File: src/rtl/shift_reg2_ctrl.sv
// Command sequencer for a shift_reg2 instance: optional parallel load, N shift cycles,
// then a held response carrying the final register value.
//
// state   | meaning
// --------+-----------------------------------------------------------
// S_IDLE  | waiting for a command, cmd_ready high
// S_LOAD  | one enable cycle with LOAD_CODE, data_in = captured data
// S_SHIFT | enable cycles with captured op, rem counts down to 1
// S_RESP  | register held, response presented until rsp_ready
module shift_reg2_ctrl #(
   parameter int unsigned WIDTH     = 8,
   parameter int unsigned CNT_W     = 4,
   parameter logic [2:0]  LOAD_CODE = 3'b011
) (
   input  logic             clk,
   input  logic             reset,
   input  logic             cmd_valid,
   output logic             cmd_ready,
   input  logic [2:0]       cmd_op,
   input  logic [CNT_W-1:0] cmd_count,
   input  logic             cmd_load,
   input  logic [WIDTH-1:0] cmd_data,
   input  logic             abort,
   output logic             sr_enable,
   output logic [2:0]       sr_shift_direction,
   output logic [WIDTH-1:0] sr_data_in,
   input  logic [WIDTH-1:0] sr_data_out,
   output logic             rsp_valid,
   input  logic             rsp_ready,
   output logic [WIDTH-1:0] rsp_data,
   output logic [CNT_W-1:0] rsp_count,
   output logic             rsp_aborted,
   output logic             busy
);

   typedef enum logic [1:0] {S_IDLE, S_LOAD, S_SHIFT, S_RESP} state_t;

   state_t           state;
   logic [2:0]       op;
   logic [WIDTH-1:0] data;
   logic [CNT_W-1:0] rem;
   logic [CNT_W-1:0] done_cnt;
   logic             aborted;

   // The load flag is carried by the LOAD state itself, so no separate register is kept.
   always_ff @(posedge clk or negedge reset) begin
      if (!reset) begin
         state    <= S_IDLE;
         op       <= 3'b000;
         data     <= '0;
         rem      <= '0;
         done_cnt <= '0;
         aborted  <= 1'b0;
      end else begin
         case (state)
            S_IDLE: begin
               if (cmd_valid) begin
                  op       <= cmd_op;
                  data     <= cmd_data;
                  rem      <= cmd_count;
                  done_cnt <= '0;
                  aborted  <= 1'b0;
                  if (cmd_load)
                     state <= S_LOAD;
                  else if (cmd_count != '0)
                     state <= S_SHIFT;
                  else
                     state <= S_RESP;
               end
            end
            S_LOAD: begin
               if (abort) begin
                  aborted <= 1'b1;
                  state   <= S_RESP;
               end else if (rem != '0) begin
                  state <= S_SHIFT;
               end else begin
                  state <= S_RESP;
               end
            end
            S_SHIFT: begin
               if (abort) begin
                  aborted <= 1'b1;
                  state   <= S_RESP;
               end else begin
                  rem      <= rem - CNT_W'(1);
                  done_cnt <= done_cnt + CNT_W'(1);
                  if (rem == CNT_W'(1))
                     state <= S_RESP;
               end
            end
            S_RESP: begin
               if (rsp_ready)
                  state <= S_IDLE;
            end
            default: state <= S_IDLE;
         endcase
      end
   end

   // abort gates the enable in the same cycle so the aborted edge never reaches the register
   assign sr_enable  = ((state == S_LOAD) || (state == S_SHIFT)) && !abort;
   assign sr_data_in = data;

   always_comb begin
      sr_shift_direction = 3'b000;
      case (state)
         S_LOAD:  sr_shift_direction = LOAD_CODE;
         S_SHIFT: sr_shift_direction = op;
         default: sr_shift_direction = 3'b000;
      endcase
   end

   assign cmd_ready   = (state == S_IDLE);
   assign busy        = (state != S_IDLE);
   assign rsp_valid   = (state == S_RESP);
   assign rsp_data    = sr_data_out;
   assign rsp_count   = rsp_valid ? done_cnt : '0;
   assign rsp_aborted = rsp_valid & aborted;

endmodule

File: config.mk
export PLATFORM = sky130hd
export DESIGN_NAME = shift_reg2_ctrl
export DESIGN_NICKNAME = d
export VERILOG_FILES = /design/src/rtl/shift_reg2_ctrl.sv
export SDC_FILE = /design/constraint.sdc
export NUM_CORES = 1
export LEC_CHECK = 0
export ABC_CLOCK_PERIOD_IN_PS = 2000
export BUFFER_PORTS_ARGS = -buffer_cell sky130_fd_sc_hd__buf_2
export CAP_MARGIN = 25
export CORE_UTILIZATION = 29
export DETAILED_ROUTE_END_ITERATION = 7
export PLACE_DENSITY_LB_ADDON = 0.3
export SLEW_MARGIN = 15
export SYNTH_ARGS = -nofsm -noshare
export SYNTH_HDL_FRONTEND = slang
export SYNTH_SLANG_ARGS = --single-unit
File: constraint.sdc
create_clock -name clk -period 2 [get_ports clk]
set_input_delay 0.1 -clock clk [delete_from_list [all_inputs] [get_ports clk]]
set_output_delay 0.1 -clock clk [all_outputs]
set_load 0.1 [all_outputs]
Word-level counts from Yosys, hierarchy flattened:

Index checks and enable logic that the tools add are counted.

* memories: 0
* logic and storage cells: 52
* bits in latches: 0
* bits in writable memories: 0
* output and inout port bits: 28
* memory bits (read-only): 0
* flip-flop bits (word level): 22

* div/mod/pow operators: 0
* bitwise operators: 1
* equality and inequality tests: 9
* reduce and logical (&&, ||, !) cells: 14
* add/subtract/negate cells: 2
* shifts and indexed selects: 0
* $lt $le $gt $ge: 0
* $mul: 0
* multiplexer cells: 20

Operators by type and width (count)
* 4-bit 2-to-1 mux: 5
* 4-bit one-hot mux with 2 select lines: 2
* 2-bit 2-to-1 mux: 5
* 3-bit AND reduction: 3
* 2-bit one-hot mux with 4 select lines: 1
* 4-bit nonzero test: 2
* 3-bit one-hot mux with 2 select lines: 1
* 2-bit nonzero test: 3
* 1-bit 2-to-1 mux: 5
* 4-bit by 1-bit adder with 4-bit output (second input constant): 1
* 2-bit equality test (second input constant): 2
* 4-bit by 1-bit equality test with 1-bit output (second input constant): 1
* 2-bit by 1-bit != test with 1-bit output (second input constant): 2
* 2-bit != test (second input constant): 2
* 4-bit by 1-bit subtractor with 4-bit output (second input constant): 1
* 3-bit != test (second input constant): 1
* 2-bit by 1-bit equality test with 1-bit output (second input constant): 1
* 2-bit zero test: 1
* 1-bit one-hot mux with 2 select lines: 1
* 2-bit AND reduction: 1
* 2-bit OR reduction: 1
* 1-bit bitwise AND: 1
* 1-bit logical AND: 1
* 1-bit zero test: 1
* 1-bit logical OR: 1

Depth between registers and ports, before layout:

* depth after elaboration: 5
* depth in mapped cells: 7
* gate-level depth less buffers: 6

Worst setup path before layout:

Ideal clock, no wire load.

* path type: flip-flop to output port
* from: reg state[0]
* to: out sr_shift_direction[0]
* setup slack: -695 ps
* data arrival time: 2595 ps
* stages on the path, launching flop included: 7
* data required time: 1900 ps
* cell sequence: dfrtp_1 -> inv_1 -> ha_1 -> clkbuf_1 -> buf_1 -> a21oi_1 -> nor2_1

* word-level cells in the longest chain between the ends: 2

Ends and longest elaborated chain
* start: declaration: line 38 `state_t state;`
* start signal: assignment: line 48 `state <= S_IDLE;`
* start signal: assignment: line 64 `state <= S_LOAD;`
* start signal: assignment: line 66 `state <= S_SHIFT;`
* 2-bit equality test / 2-bit by 1-bit equality test with 1-bit output (equally long branches): line 107 `case (state)`
* 3-bit one-hot mux with 2 select lines (*): line 107
* end: declaration: line 25 `output logic [2:0] sr_shift_direction,`

Every way passes the cells marked *; elsewhere a longest branch is shown, timed or not.

Final worst setup path:

* from: reg state[0]
* to: out sr_enable

* word-level cells in the longest chain between the ends: 3

Ends and longest elaborated chain
* 2-bit by 1-bit equality test with 1-bit output / 2-bit equality test (equally long branches): line 102 `assign sr_enable = ((state == S_LOAD) || (state == S_SHIFT)) && !abort;`
* 1-bit logical OR (*): line 102
* 1-bit logical AND (*): line 102
* end: declaration: line 24 `output logic sr_enable,`

Marked as above.

==> run summary <==
Final layout
* net total in the final layout: 203
* highest-count cells in the layout ignoring fill and taps: 37 x buf_2, 22 x dfrtp_1, 14 x mux2_2
* post-route non-filler standard cell count: 214
* area added between synthesis and finish: 29.51%
* Finished Cell Area: 1669 um^2
* Ant. Diodes: 0
* filler cell count: 422
* leading cell type in the layout, fill and taps excluded: buf_2
* fraction of final layout cells sized beyond drive strength 1: 0.4451

Detailed routing
* count of unresolved DRC violations after routing: 0
* routed length per instance: 13.52 um
* routed vias: 1033
* number of routed nets with antenna violations: 0
* detail-routed via count per cell: 4.827
* wire length after detailed routing: 2894 um
* length of the first detailed-routing pass in iterations: 4
* drt initial violations: 43

Clock network
* root buffer selected by CTS: clkbuf_8
* number of setup buffers added after CTS: 0
* CTS H-Tree Depth: 1
* clock slew at reported path FFs: 0.09 ns
* Clock Sink Count: 22
* maximum buffer depth of the clock tree: 2
* clk_lat worst skew: 0.27 ns
* total CTS buffers: 3
* clock tree from TritonCTS: built

Timing
* Slew Limit Fails: 0
* Final Cycle Share: 0.9252
* final-report hold violation count: 0
* Tmin final: 1.850 ns
* worst relative slew slack: 0.6614
* RSZ-0062 raised after global routing: false
* total setup violations reported at the end of the flow: 0
* final worst clock skew: 0.002603 ns
* Max Freq: 540.4 MHz
* final total negative setup slack: 0 ns
* worst slew pin tran: 0.5067 ns

Worst setup path
* worst setup path category: flip-flop to output port
* kind of launch point of the worst setup path: flip-flop
* R2R depth: 7
* total buffers and inverters traversed by the critical path: 3
* worst stage delay on the critical path: 0.42 ns
* Crit Path Max Fanout: 4
* critical path depth in cells: 5
* CP Capture Type: output port
* required time of the worst setup path: 1.90 ns
* sequence of cells on the critical path: inv_1 -> ha_4 -> inv_1 -> nor2_2 -> buf_2
* CP top delay family: buffers and inverters
* cell type of the slowest stage on the worst timing path: buf_2
* CP most frequent cell: inv_1
* Worst EP arrival: 1.75 ns

Synthesis
* synthesized area divided by synthesized cell count: 10.15 um^2
* Syn Std Cell Area: 1289 um^2
* nets in the synthesized netlist: 165
* sequential cell area fraction in the yosys report: 0.4272
* post-synthesis cell count: 127
* proportion of synthesized flip-flops having asynchronous set or reset: 1.000
* post-synthesis register bit count: 22
* number of library cell types mapped by synthesis: 29
* top flip-flop cell by instance count after synthesis: dfrtp_1
* number of enable flip-flop cells after synthesis: 0
* count of yosys warnings during synthesis: 0

Floorplanning
* height of the die: 68.66 um
* io pins: 57
* placement row count: 23
* Starting Density: 0.3110
* Die ar.: 4714 um^2
* width of the die: 68.66 um
* floorplan core area: 4144 um^2

Job
* maximum capacitance violations: 0

Min path
* number of instances on the worst hold path: 2
* worst hold path class: input pin to flip-flop

Global route
* remaining global-route overflow: 0
* pin count of the biggest net entering global routing: 23
* combined global-route utilization of all metal layers: 0.1397
* first-pass GRT wire length: 4747 um
* number of antenna violations at the first check in global routing: 0
* number of global-route vias before repair: 1006

Place
* post-detailed-placement cell area: 1588 um^2
* number of port buffers: 40
* Post-Place Cells: 209
* HPWL after DPL: 2284 um
* Final Wtd Congestion: 0.7762

Run status
* run status: finished clean

## cells by family after synthesis
| kind of cell | count (synthesis) | share of synthesized area |
|---|---|---|
| multiplexers | 16 | 0.1379 |
| AO/OA/AOI/OAI | 20 | 0.1078 |
| AND/OR/NAND/NOR | 39 | 0.1544 |
| flip-flops | 22 | 0.4272 |
| buffers and inverters | 21 | 0.08543 |
| adder cells (fa/ha/maj) | 9 | 0.08738 |
## final cells by class
cell class	instances	area, um^2	area share
sequential	22	550.5	0.3298
multi-input combinational	84	665.6	0.3988
clock inverter	1	30.03	0.01799
inverter	9	33.78	0.02024
clock buffer	3	41.29	0.02474
timing repair buffer	45	285.3	0.1709
tap	50	62.56	0.03748
## what timing repair did
action,CTS,global route
hold buffers,1,0
hold endpoints to repair,22,0
resized for setup,0,0
## cell usage after synthesis (all sizes together), types with 3 or more instances
cell type	number	area, um^2
dfrtp	22	550.5
and2	6	37.54
nand3	4	20.02
a22o	3	26.28
a21oi	6	30.03
ha	9	112.6
o21ai	3	15.01
a211o	4	35.03
nand2	8	30.03
nor2	10	37.54
inv	9	33.78
buf	10	68.81
mux2	14	157.7
## state kept, by name, indices dropped and copies added (netlist names)
name / count
aborted: 1
rem: 4
state: 2
done_cnt: 4
op: 3
sr_data_in: 8
## stage by stage
step	worst slack [ns]	hold WS (ns)	util
after floorplan	-0.01154	-0.1956	-
after global placement	0.2813	0.09424	0.3832
after detailed placement	0.1947	0.1104	0.3832
after CTS	0.1275	0.05103	0.4028
after global routing	0.02700	0.05368	0.4028
final	0.1495	0.05725	0.4028
## metal layers
metal	vias up	track usage	part of all wire
li1	502	-	-
met1	485	0.1701	0.43
met2	44	0.2328	0.49
met3	2	0.05099	0.069
met4	0	0.03385	0.0066
met5	-	0	0
## worst reg2reg max path, stage by stage, from the launching register on
cell	delay (ns)
dfrtp_1	0.42
inv_1	0.17
ha_4	0.18
mux2i_1	0.23
a21o_1	0.19
buf_4	0.18
nor4b_1	0.06
a211o_1	0.26
## final timing paths
path	start	endpoint	slack (ns)
setup / recovery	state[0]	sr_enable	0.15
hold / removal	cmd_data[6]	sr_data_in[6]	0.06
setup reg to reg	state[1]	rem[3]	0.21
hold reg to reg	op[2]	op[2]	0.50
max in group asynchronous	reset	state[0]	1.33
min in group asynchronous	reset	done_cnt[3]	0.33
Power is not shown: default switching activity piles up to over one toggle a cycle in this logic, so the estimate is an artifact.
